## src/rtl/pc_sequencer.sv

```systemverilog
// rtl/pc_sequencer.sv - program-counter stage with BOOT/RUN/HALT control
// Registered fetch address with jump, stall and halt/resume redirects.
module pc_sequencer #(
  parameter int              WIDTH        = 8,
  parameter logic [WIDTH-1:0] RESET_VECTOR = '0,
  parameter int              INC          = 1
) (
  input  logic             clk,
  input  logic             rst,
  input  logic             stall,
  input  logic             jump_en,
  input  logic [WIDTH-1:0] jump_addr,
  input  logic             halt_req,
  input  logic             resume,
  output logic [WIDTH-1:0] pc,
  output logic [WIDTH-1:0] pc_plus,
  output logic             valid,
  output logic             halted
);

  localparam logic [1:0] S_BOOT = 2'd0;
  localparam logic [1:0] S_RUN  = 2'd1;
  localparam logic [1:0] S_HALT = 2'd2;

  localparam logic [WIDTH-1:0] INC_W = WIDTH'(INC);

  logic [1:0]       r_state;
  logic [WIDTH-1:0] r_pc;
  logic             r_valid;
  logic             r_halted;

  logic [1:0]       w_state_nxt;
  logic [WIDTH-1:0] w_pc_nxt;
  logic             w_valid_nxt;
  logic             w_halted_nxt;
  logic [WIDTH-1:0] w_pc_inc;

  assign w_pc_inc = r_pc + INC_W;

  always_comb begin
    w_state_nxt  = r_state;
    w_pc_nxt     = r_pc;
    w_valid_nxt  = r_valid;
    w_halted_nxt = r_halted;
    case (r_state)
      S_BOOT: begin
        w_state_nxt  = S_RUN;
        w_pc_nxt     = RESET_VECTOR;
        w_valid_nxt  = 1'b1;
        w_halted_nxt = 1'b0;
      end
      S_RUN: begin
        w_valid_nxt  = 1'b1;
        w_halted_nxt = 1'b0;
        // halt wins over a simultaneous jump, which is dropped
        if (halt_req) begin
          w_state_nxt  = S_HALT;
          w_valid_nxt  = 1'b0;
          w_halted_nxt = 1'b1;
        end else if (jump_en) begin
          w_pc_nxt = jump_addr;
        end else if (!stall) begin
          w_pc_nxt = w_pc_inc;
        end
      end
      S_HALT: begin
        w_valid_nxt  = 1'b0;
        w_halted_nxt = 1'b1;
        if (jump_en) begin
          w_pc_nxt = jump_addr;
        end
        if (resume) begin
          w_state_nxt  = S_RUN;
          w_valid_nxt  = 1'b1;
          w_halted_nxt = 1'b0;
        end
      end
      default: begin
        w_state_nxt  = S_BOOT;
        w_pc_nxt     = RESET_VECTOR;
        w_valid_nxt  = 1'b0;
        w_halted_nxt = 1'b0;
      end
    endcase
  end

  always_ff @(posedge clk or posedge rst) begin
    if (rst) begin
      r_state  <= S_BOOT;
      r_pc     <= RESET_VECTOR;
      r_valid  <= 1'b0;
      r_halted <= 1'b0;
    end else begin
      r_state  <= w_state_nxt;
      r_pc     <= w_pc_nxt;
      r_valid  <= w_valid_nxt;
      r_halted <= w_halted_nxt;
    end
  end

  assign pc      = r_pc;
  assign pc_plus = w_pc_inc;
  assign valid   = r_valid;
  assign halted  = r_halted;

endmodule

```

## config.mk

```make
export PLATFORM = sky130hd
export DESIGN_NAME = pc_sequencer
export DESIGN_NICKNAME = d
export VERILOG_FILES = /design/src/rtl/pc_sequencer.sv
export SDC_FILE = /design/constraint.sdc
export NUM_CORES = 1
export LEC_CHECK = 0
export CAP_MARGIN = 30
export CORE_UTILIZATION = 46
export CTS_CLUSTER_DIAMETER = 200
export CTS_CLUSTER_SIZE = 24
export DETAILED_ROUTE_END_ITERATION = 6
export GPL_TIMING_DRIVEN = 1
export PLACE_DENSITY = 0.83
export SLEW_MARGIN = 20
export SYNTH_ARGS = -nofsm -noshare
export SYNTH_HDL_FRONTEND = slang
export SYNTH_SLANG_ARGS = --single-unit
export TNS_END_PERCENT = 5
```

## constraint.sdc

```tcl
create_clock -name clk -period 4.7 [get_ports clk]
set_clock_uncertainty 0.05 [all_clocks]
set_input_delay 1.41 -clock clk [delete_from_list [all_inputs] [get_ports clk]]
set_output_delay 1.41 -clock clk [all_outputs]
set_load 0.02 [all_outputs]
```

==> impl_results.rst, run 1 <==
.. list-table::
   :header-rows: 1

   * - Metric
     - Value
   * - Clock root buffer
     - sky130_fd_sc_hd__clkbuf_4
   * - Internal reg-to-reg setup slack
     - 2.82 ns
   * - Startpoint types
     - flop
   * - DIE HEIGHT
     - ~45 um
   * - Worst-case clock buffer depth
     - 2
   * - Category of the most critical setup path
     - flop to output port
   * - Final worst path period share
     - between 70% and 80%
   * - Commonest register cell after synthesis
     - sky130_fd_sc_hd__dfrtp_1
   * - Start point of the worst min-delay path
     - r_state[1]
   * - Layout cell share with drive strength beyond 1
     - about 13%
   * - Die W
     - 45.1 um
   * - Number of enable flip-flop cells after synthesis
     - 0
   * - Remaining antenna violation count after routing
     - 0
   * - Total number of vias
     - 812
   * - Insertion delay to the later sink of the worst-skew pair
     - roughly 0.27 ns
   * - Number of primary I/O pins
     - 32
   * - Pin count of the biggest net entering global routing
     - 13
   * - Type of element capturing the critical path
     - output port
   * - Status
     - finished, final reports clean
   * - Largest voltage drop on the vdd net
     - 0.000329 V
   * - Capture endpoint of the worst hold path
     - r_state[1]
   * - Via count of the first global-routing pass
     - 773
   * - YS warnings
     - 0
   * - R2r startpoint
     - r_state[0]
   * - Top layer reached by signal wires
     - met4
   * - Port Buffer Count
     - 31
   * - Number of standard cells after synthesis
     - 96
   * - Share of synthesized flip-flops with an asynchronous set or reset
     - 100%
   * - Crit path time final
     - around 3.6 ns
   * - DP HPWL
     - 1560 um
   * - Post-route setup TNS
     - 0 ns
   * - Data required time at the worst endpoint
     - 3.24 ns
   * - R2R depth
     - 6
   * - Drt drc
     - 0
   * - Hold-critical path depth
     - 2
   * - Clock tree from TritonCTS
     - yes
   * - Final-report setup violation count
     - 0
   * - Violation count after the first detailed-routing iteration
     - 21
   * - Number of sinks on the clock net
     - 12
   * - Standard cell core area
     - 1730 um2
   * - Count of distinct cell types in the synthesized netlist
     - 34
   * - Number of synthesized register bits
     - 12
   * - Max frequency
     - 0.279 GHz
   * - Routed length on met2
     - 971 um
   * - DR WL met3
     - 90 um
   * - Worst Hold Class
     - flop to flop
   * - Die area
     - 2030 um2
   * - Number of maximum-capacitance constraint violations
     - 0
   * - Number of gates resized after CTS
     - 0
   * - Count of hold buffers inserted by post-cts repair
     - 0
   * - First-pass detailed-route iteration total
     - 4
   * - Grt ovf
     - 0
   * - Fraction of the yosys area taken by sequential cells
     - 35.2%
   * - Power Dens Cells
     - 526 nW/um2
   * - Number of levels the H-tree was split into
     - 1
   * - Clk pin slew, worst setup/hold paths
     - 0.08 ns
   * - Capture instance of the worst register-to-register path
     - pc[5]
   * - Fin. Hold Viols
     - 0
   * - Top library cells by usage in the layout, fill and taps aside
     - 31 x sky130_fd_sc_hd__clkdlybuf4s50_1, 12 x sky130_fd_sc_hd__dfrtp_1, 10 x sky130_fd_sc_hd__nand2_1, 8 x sky130_fd_sc_hd__a21oi_1, 8 x sky130_fd_sc_hd__o21ai_0
   * - Area growth from synthesis to layout
     - 41.9%
   * - Number of buffers created by CTS
     - 3
   * - Most frequent standard cell in the layout excluding fill and tap cells
     - sky130_fd_sc_hd__clkdlybuf4s50_1
   * - Initial antenna violation count
     - 0
   * - Leakage power figure
     - 0.525 nW
   * - Max transition margin
     - 67.8%
   * - Critical path fanouts, max
     - 8
   * - Worst hold slack after final layout
     - 0.560 ns
   * - Vias/cell
     - 5.31
   * - Post-synth net total
     - 115
   * - Slew of the pin with the lowest slew margin
     - about 0.48 ns
   * - Global-route total usage across every layer
     - 22.9%
   * - Final Wtd Congestion
     - 0.765
   * - Nets
     - 148
   * - Buffer count from post-CTS setup fixing
     - 0
   * - Arrival time at the worst endpoint
     - 2.12 ns
   * - Unrepaired setup endpoints after global routing
     - no
   * - Met1 WL
     - 945 um
   * - Total wire length
     - 2020 um
   * - Global-route wire length before repair
     - ~3400 um
   * - Antenna diode count
     - 0
   * - Number of cell rows
     - 15
   * - Initial core utilization
     - about 49%
   * - Number of pins with negative max-slew slack in the final report
     - 0
   * - Avg Synthesized Cell Area
     - between 8 and 9 um2
   * - Routed WL per cell
     - roughly 13 um
   * - Cell area after synthesis
     - 853 um2
-- flip-flops by register name, indices dropped and copies added, names as in the netlist --
name	cells
halted	1
pc	8
r_state	2
valid	1
-- metal layers --
layer  vias to the layer above  GRT usage (%)
li1                        407              -
met1                       374           27.8
met2                        28           37.4
met3                         3           5.60
met4                         0           11.5
met5                         -              0
-- worst max-delay path, stage by stage (launching register included) --
cell and delay (ns):
sky130_fd_sc_hd__dfrtp_1 0.48, sky130_fd_sc_hd__ha_1 0.25, sky130_fd_sc_hd__nand3_1 0.12, sky130_fd_sc_hd__and2_1 0.19
sky130_fd_sc_hd__or2_2 0.28, sky130_fd_sc_hd__clkdlybuf4s50_1 0.53
-- cells by family after synthesis --
family	share of synthesized area, %
AO/OA/AOI/OAI	22.0
XOR/XNOR	4.11
adder cells (fa/ha/maj)	7.33
buffers and inverters	5.42
flip-flops	35.2
multiplexers	2.64
AND/OR/NAND/NOR	23.3
-- synth_stat cells (3+ instances only) --
master | count | area share, %
sky130_fd_sc_hd__dfrtp_1 | 12 | 35
sky130_fd_sc_hd__nand2_1 | 10 | 4.4
sky130_fd_sc_hd__a21oi_1 | 8 | 4.7
sky130_fd_sc_hd__o21ai_0 | 8 | 4.7
sky130_fd_sc_hd__inv_1 | 7 | 3.1
sky130_fd_sc_hd__ha_1 | 5 | 7.3
sky130_fd_sc_hd__a22oi_1 | 4 | 3.5
sky130_fd_sc_hd__nand3_1 | 4 | 2.3
sky130_fd_sc_hd__and2_1 | 3 | 2.2
sky130_fd_sc_hd__nand2b_1 | 3 | 2.2
sky130_fd_sc_hd__nor2_1 | 3 | 1.3
sky130_fd_sc_hd__or2_2 | 3 | 2.2
sky130_fd_sc_hd__xnor2_1 | 3 | 3.1
-- worst max-delay path by stage --
stage                from    endpoint  slack, ns  depth (start not counted)
finish              pc[0]  pc_plus[4]       1.12                          5
detailed placement  pc[0]  pc_plus[4]       1.43                          5
global placement    pc[0]  pc_plus[4]       1.50                          5
global route        pc[0]  pc_plus[4]       1.02                          5
floorplan           pc[0]  pc_plus[4]       1.87                          4
CTS                 pc[0]  pc_plus[4]       1.13                          5
-- power by group --
part           internal (mW)  total [mW]  switching [mW]
Clock                 0.0470      0.0821          0.0351
Sequential             0.137       0.178          0.0405
Combinational          0.179       0.377           0.198
-- stage by stage --
stage               instance area [um2]  utilization [%]  std cells  total power, mW  worst slack (ns)
floorplan                           853                -         96            0.408              1.87
global placement                   1170             68.0        149            0.546              1.50
detailed placement                 1170             68.0        149            0.555              1.43
CTS                                1210             70.1        153            0.638              1.13
global route                       1210             70.1        153            0.679              1.02
finish                             1210             70.1        153            0.637              1.12
-- final cells by class --
cell class | count | area (um2)
clock buffer | 4 | 36.3
fill | 145 | 515
inverter | 7 | 26.3
multi-input combinational | 74 | 507
sequential | 12 | 300
tap | 25 | 31.3
timing repair buffer | 31 | 310
No activity file was read; power rests on OpenSTA's default activity.
==> inputs of run 2 (changes only) <==
--- a/config.mk
+++ b/config.mk
@@ -6,12 +6,12 @@
 export NUM_CORES = 1
 export LEC_CHECK = 0
 export CAP_MARGIN = 30
-export CORE_UTILIZATION = 46
+export CORE_UTILIZATION = 39
 export CTS_CLUSTER_DIAMETER = 200
 export CTS_CLUSTER_SIZE = 24
 export DETAILED_ROUTE_END_ITERATION = 6
 export GPL_TIMING_DRIVEN = 1
-export PLACE_DENSITY = 0.83
+export PLACE_DENSITY = 0.75
 export SLEW_MARGIN = 20
 export SYNTH_ARGS = -nofsm -noshare
 export SYNTH_HDL_FRONTEND = slang
==> constraint.sdc (replaced) <==
create_clock -name clk -period 3 [get_ports clk]
set_clock_uncertainty 0.05 [all_clocks]
set_input_delay 0.9 -clock clk [delete_from_list [all_inputs] [get_ports clk]]
set_output_delay 0.9 -clock clk [all_outputs]
set_load 0.02 [all_outputs]
==> run 2 against run 1 <==
  * First-iteration DRC count is the same
  * Register-to-register slack worse by 1.7 ns
  * Combinational power grew 58%
  * Critical path type unchanged
  * Critical endpoint is now pc_plus[5]
  * Largest cell class unchanged
  * Highest routed layer unchanged
==> impl_results.rst, run 2 (synthesized netlist as in run 1, its figures left out) <==
.. list-table::
   :header-rows: 1

   * - Metric
     - Value
   * - Arrival time at the worst endpoint
     - 1.90 ns (-0.22 ns)
   * - Global-route wire length before repair
     - 3660 um (+9.0%)
   * - Layout cell share with drive strength beyond 1
     - 13.3% (+0.78 points)
   * - Die W
     - 48.8 um (+8.2%)
   * - Standard cell core area
     - 2000 um2 (+16%)
   * - Max frequency
     - ~0.35 GHz
   * - Buffer count from post-CTS setup fixing
     - 0 (unchanged)
   * - Number of levels the H-tree was split into
     - 1 (unchanged)
   * - Vias/cell
     - 5.38 (+1.4%)
   * - Remaining antenna violation count after routing
     - 0 (unchanged)
   * - Initial antenna violation count
     - 0 (unchanged)
   * - First-pass detailed-route iteration total
     - 4 (unchanged)
   * - Design Area, Final
     - 1220 um2 (+0.41%)
   * - Area growth from synthesis to layout
     - 42.5%
   * - Total wire length
     - 2180 um (+8.0%)
   * - Routed WL per cell
     - 14.0 um (+6.6%)
   * - Number of flip-flops in the largest register
     - 8 (unchanged)
   * - Post-route setup TNS
     - 0 ns (unchanged)
   * - Violation count after the first detailed-routing iteration
     - 21 (unchanged)
   * - Post-placement setup slack
     - 0.264 ns (-1.16 ns)
   * - Total number of vias
     - 834 (+2.7%)
   * - Number of cell rows
     - 16 (+1)
   * - Number of buffers created by CTS
     - 3 (unchanged)
   * - Util after Layout
     - 60.8% (-9.4 points)
   * - Count of hold buffers inserted by post-cts repair
     - 0 (unchanged)
   * - Leakage power figure
     - 0.546 nW (+3.9%)
   * - Power Dens Cells
     - 829 nW/um2 (+58%)
   * - Most frequent standard cell in the layout excluding fill and tap cells
     - sky130_fd_sc_hd__clkdlybuf4s50_1
   * - DIE HEIGHT
     - 48.8 um (+8.2%)
   * - Cell area after placement
     - 1180 um2 (+0.21%)
   * - Number of maximum-capacitance constraint violations
     - 0 (unchanged)
   * - Top library cells by usage in the layout, fill and taps aside
     - 29 x sky130_fd_sc_hd__clkdlybuf4s50_1, 11 x sky130_fd_sc_hd__dfrtp_1, 10 x sky130_fd_sc_hd__nand2_1, 8 x sky130_fd_sc_hd__a21oi_1, 8 x sky130_fd_sc_hd__o21ai_0
   * - Final worst path period share
     - 94.9%
   * - Drt drc
     - 0 (unchanged)
   * - Data required time at the worst endpoint
     - 2.05 ns (-1.19 ns)
   * - Grt ovf
     - 0 (unchanged)
   * - Placed instance count
     - 151 (+1.3%)
   * - Clock tree from TritonCTS
     - yes
   * - Largest voltage drop on the vdd net
     - 0.000466 V (+42%)
   * - Type of element capturing the critical path
     - output port
   * - Critical path fanouts, max
     - 6 (-2)
   * - Via count of the first global-routing pass
     - 813 (+5.2%)
   * - Number of inserted filler cells in the final layout
     - 176 (+21%)
   * - Worst Hold Class
     - flop to flop
   * - Clk pin slew, worst setup/hold paths
     - 0.08 ns (about the same)
   * - Final Wtd Congestion
     - 0.890 (+16%)
   * - Initial core utilization
     - 42.6% (-6.8 points)
   * - Number of primary I/O pins
     - 32 (unchanged)
   * - Post-route worst setup slack
     - 0.152 ns (-0.964 ns)
   * - Clock root buffer
     - sky130_fd_sc_hd__clkbuf_4
   * - Final-report setup violation count
     - 0 (unchanged)
   * - Nets
     - 148 (unchanged)
   * - Crit path time final
     - 2.85 ns
   * - Global-route total usage across every layer
     - 20.4% (-2.5 points)
   * - Die area
     - 2380 um2 (+17%)
   * - Number of pins with negative max-slew slack in the final report
     - 0 (unchanged)
   * - Max transition margin
     - 66.6% (-1.2 points)
   * - Slew of the pin with the lowest slew margin
     - 0.500 ns (+0.0178 ns)
   * - Insertion delay to the later sink of the worst-skew pair
     - 0.28 ns (about the same)
   * - Antenna diode count
     - 0 (unchanged)
   * - DP HPWL
     - 1610 um (+3.0%)
   * - Final cell count without fillers
     - 155 (+1.3%)
   * - Worst-case clock buffer depth
     - 2 (unchanged)
   * - Category of the most critical setup path
     - flop to output port
   * - Unrepaired setup endpoints after global routing
     - no
   * - Status
     - finished, final reports clean
   * - Startpoint types
     - flop
   * - Port Buffer Count
     - 31 (unchanged)
   * - Number of gates resized after CTS
     - 2 (+2)
   * - Fin. Hold Viols
     - 0 (unchanged)
   * - Pin count of the biggest net entering global routing
     - 13 (unchanged)
   * - Number of sinks on the clock net
     - 12 (unchanged)
## run 2: cell types whose count changed in the layout (fill, tap and decap cells not counted), sizes merged
| cell | previous run | this run |
|---|---|---|
| dlygate4sd2 | 0 | 1 |
| dlymetal6s2s | 0 | 1 |
| clkdlybuf4s50 | 31 | 29 |
## run 2: worst paths after layout
path | start | endpoint | slack (ns) | depth (start not counted)
max in group asynchronous | rst | pc[0] | 1.65 | 2
setup / recovery | pc[2] | pc_plus[5] | 0.15 | 4
min in group asynchronous | rst | pc[2] | 0.89 | 2
hold reg to reg | pc[1] | pc[1] | 0.55 | 2
hold / removal | pc[1] | pc[1] | 0.55 | 2
setup reg to reg | r_state[0] | pc[5] | 1.08 | 6
## run 2: through the flow
step	power (mW)	hold WS (ns)
after floorplan	0.640	0.490
after global placement	0.858	0.501
after detailed placement	0.875	0.529
after CTS	1.01	0.550
after global routing	1.09	0.591
final	1.01	0.550
## run 2: layout make-up
| cell class | count | area, um2 | share of cell area (%) |
|---|---|---|---|
| well taps | 27 | 33.8 | 2.78 |
| inverters | 7 | 26.3 | 2.16 |
| flip-flops and latches | 12 | 302 | 24.8 |
| clock buffers | 4 | 36.3 | 2.98 |
| multi-input cells | 74 | 507 | 41.7 |
| repair buffers | 31 | 312 | 25.6 |
## run 2: layer usage
metal | wire length, um | global-route usage, %
met4 | 58 | 10.8
met2 | 1050 | 33.6
met5 | 0 | 0
met3 | 126 | 4.36
met1 | 943 | 24.9
## run 2: worst max-delay path, cell delays in order (launching register included)
cell and delay (ns):
sky130_fd_sc_hd__dfrtp_1 0.45, sky130_fd_sc_hd__and3_1 0.23, sky130_fd_sc_hd__nand3_1 0.16, sky130_fd_sc_hd__xnor2_1 0.17
sky130_fd_sc_hd__clkdlybuf4s50_1 0.61
## run 2: report_power, final
| part | internal, mW | switching (mW) | leakage (nW) |
|---|---|---|---|
| logic | 0.278 | 0.318 | 0.366 |
| registers | 0.216 | 0.0617 | 0.159 |
| clock network | 0.0739 | 0.0612 | 0.0210 |
==> inputs of run 3 (changes only) <==
--- a/config.mk
+++ b/config.mk
@@ -6,12 +6,13 @@
 export NUM_CORES = 1
 export LEC_CHECK = 0
 export CAP_MARGIN = 30
-export CORE_UTILIZATION = 39
+export CORE_UTILIZATION = 41
+export CTS_BUF_LIST = sky130_fd_sc_hd__clkbuf_2 sky130_fd_sc_hd__clkbuf_4 sky130_fd_sc_hd__clkbuf_8
 export CTS_CLUSTER_DIAMETER = 200
 export CTS_CLUSTER_SIZE = 24
 export DETAILED_ROUTE_END_ITERATION = 6
 export GPL_TIMING_DRIVEN = 1
-export PLACE_DENSITY = 0.75
+export PLACE_DENSITY = 0.78
 export SLEW_MARGIN = 20
 export SYNTH_ARGS = -nofsm -noshare
 export SYNTH_HDL_FRONTEND = slang
==> run 3 against run 2 <==
  * Setup slack got worse by 0.022 ns
  * Critical path depth is the same
  * Maximum frequency shrank 0.77%
  * Sequential power about the same
==> impl_results.rst, run 3 (synthesized netlist as in run 1, its figures left out) <==
.. list-table::
   :header-rows: 1

   * - Metric
     - Value
   * - Status
     - finished, final reports clean
   * - Global-route total usage across every layer
     - 20.7% (+0.29 points)
   * - Routed WL per cell
     - 13.9 um (-1.3%)
   * - DP HPWL
     - 1650 um (+2.5%)
   * - Sequential cell area
     - 302 um2 (unchanged)
   * - Violation count after the first detailed-routing iteration
     - 34 (+62%)
   * - Top library cells by usage in the layout, fill and taps aside
     - 30 x sky130_fd_sc_hd__clkdlybuf4s50_1, 11 x sky130_fd_sc_hd__dfrtp_1, 10 x sky130_fd_sc_hd__nand2_1, 8 x sky130_fd_sc_hd__a21oi_1, 8 x sky130_fd_sc_hd__o21ai_0
   * - Type of element capturing the critical path
     - output port
   * - Number of maximum-capacitance constraint violations
     - 0 (unchanged)
   * - Final worst path period share
     - 95.7% (+0.73 points)
   * - Final-report setup violation count
     - 0 (unchanged)
   * - R2R depth
     - 6 (unchanged)
   * - Leakage power figure
     - 0.547 nW (+0.24%)
   * - Die W
     - 47.6 um (-2.4%)
   * - Largest voltage drop on the vdd net
     - 0.000457 V (-1.8%)
   * - Number of cell rows
     - 16 (unchanged)
   * - Final Wtd Congestion
     - 0.883 (-0.79%)
   * - Insertion delay to the later sink of the worst-skew pair
     - 0.27 ns (about the same)
   * - Hold-critical path depth
     - 2 (unchanged)
   * - Nets
     - 149 (+0.68%)
   * - Port Buffer Count
     - 31 (unchanged)
   * - Startpoint types
     - flop
   * - Global-route wire length before repair
     - 3220 um (-12%)
   * - Drt drc
     - 0 (unchanged)
   * - Crit path time final
     - 2.87 ns (+0.0220 ns)
   * - Number of buffers created by CTS
     - 3 (unchanged)
   * - Worst Hold Class
     - flop to flop
   * - Start point of the worst min-delay path
     - pc[4]
   * - Fin. Hold Viols
     - 0 (unchanged)
   * - Vias/cell
     - 5.42 (+0.79%)
   * - Post-route setup TNS
     - 0 ns (unchanged)
   * - First-pass detailed-route iteration total
     - 4 (unchanged)
   * - Largest stage delay on the critical path
     - 0.61 ns (about the same)
   * - Layout cell share with drive strength beyond 1
     - 14.0% (+0.67 points)
   * - Max frequency
     - 0.348 GHz (-0.77%)
   * - Number of inserted filler cells in the final layout
     - 179 (+1.7%)
   * - Most frequent standard cell in the layout excluding fill and tap cells
     - sky130_fd_sc_hd__clkdlybuf4s50_1
   * - Number of primary I/O pins
     - 32 (unchanged)
   * - Area of the multi-input gates
     - 507 um2 (unchanged)
   * - Total number of vias
     - 846 (+1.4%)
   * - Clock root buffer
     - sky130_fd_sc_hd__clkbuf_4
   * - Max transition margin
     - 67.4% (+0.81 points)
   * - Remaining antenna violation count after routing
     - 0 (unchanged)
   * - Arrival time at the worst endpoint
     - 1.92 ns (+0.02 ns)
   * - Overall power consumption
     - 1.02 mW (+0.72%)
   * - Total wire length
     - 2160 um (-0.69%)
   * - Standard cell core area
     - 1960 um2 (-2.0%)
   * - Initial core utilization
     - 43.5% (+0.87 points)
   * - Number of sinks on the clock net
     - 12 (unchanged)
   * - Critical path fanouts, max
     - 8 (+2)
   * - Number of flip-flops in the largest register
     - 8 (unchanged)
   * - Unrepaired setup endpoints after global routing
     - no
   * - Die area
     - 2270 um2 (-4.7%)
   * - Initial antenna violation count
     - 0 (unchanged)
   * - Number of levels the H-tree was split into
     - 1 (unchanged)
   * - Pin count of the biggest net entering global routing
     - 13 (unchanged)
   * - DIE HEIGHT
     - 47.6 um (-2.4%)
   * - Area growth from synthesis to layout
     - 43.5%
   * - Via count of the first global-routing pass
     - 719 (-12%)
   * - Clock tree from TritonCTS
     - yes
   * - Series of cell instances along the critical path
     - ha_1 -> nand3_1 -> xnor2_1 -> clkdlybuf4s50_1
   * - Number of pins with negative max-slew slack in the final report
     - 0 (unchanged)
   * - Critical path launch point
     - pc[0]
   * - Slew of the pin with the lowest slew margin
     - 0.488 ns (-0.0121 ns)
   * - R2r startpoint
     - r_state[0]
   * - Antenna diode count
     - 0 (unchanged)
   * - Category of the most critical setup path
     - flop to output port
   * - Slowest stage cell, crit path
     - sky130_fd_sc_hd__clkdlybuf4s50_1
   * - Worst-case clock buffer depth
     - 2 (unchanged)
   * - Clk pin slew, worst setup/hold paths
     - 0.08 ns (about the same)
   * - Power Dens Cells
     - 829 nW/um2 (about the same)
   * - Data required time at the worst endpoint
     - 2.05 ns (about the same)
   * - Grt ovf
     - 0 (unchanged)
[run 3: worst max-delay path: cells and delay by family (launching register included)]
| kind | cells | cell delay [ns] |
|---|---|---|
| XOR/XNOR | 1 | 0.14 |
| adder cells (fa/ha/maj) | 1 | 0.26 |
| buffers and inverters | 1 | 0.61 |
| flip-flops | 1 | 0.47 |
| AND/OR/NAND/NOR | 1 | 0.18 |
[run 3: cell type report]
class / instances / share of cell area [%]
flip-flops and latches: 12 / 24.6
clock buffers: 4 / 2.96
repair buffers: 32 / 26.1
well taps: 27 / 2.76
multi-input cells: 74 / 41.4
inverters: 7 / 2.15
[run 3: worst paths after layout]
| path | end | slack, ns |
|---|---|---|
| worst max-delay path | pc_plus[6] | 0.13 |
| worst min-delay path | pc[4] | 0.55 |
| min in group asynchronous | halted | 0.90 |
| worst max register to register | pc[5] | 1.13 |
| max in group asynchronous | pc[0] | 1.65 |
| worst min register to register | pc[4] | 0.55 |
[run 3: routing by layer]
metal	vias to the layer above	part of all wire [%]	GRT usage, %
li1	405	-	-
met1	412	43	25.3
met2	25	52	35.1
met3	4	3.3	2.26
met4	0	2.0	12.2
met5	-	0	0
[run 3: through the flow]
stage | hold WS, ns | instances | setup WS [ns] | area (um2) | util, %
final | 0.553 | 156 | 0.130 | 1220 | 62.4
after global routing | 0.599 | 156 | 0.00573 | 1220 | 62.4
after CTS | 0.550 | 155 | 0.0121 | 1210 | 61.9
after detailed placement | 0.528 | 151 | 0.273 | 1180 | 60.0
after global placement | 0.501 | 151 | 0.317 | 1180 | 60.0
after floorplan | 0.490 | 96 | 0.677 | 853 | -
[run 3: timing repair]
action / CTS / global route
endpoints found under the setup margin: 1 / 1
endpoints found under the hold margin: 0 / 0
setup buffers: 0 / 1
resized for setup: 1 / 1
hold buffers: 0 / 0
[run 3: report_power, final]
part           total, mW  internal [mW]  leakage [nW]  switching (mW)
Clock              0.130         0.0737        0.0210          0.0562
Combinational      0.611          0.287         0.368           0.324
Sequential         0.275          0.216         0.159          0.0588
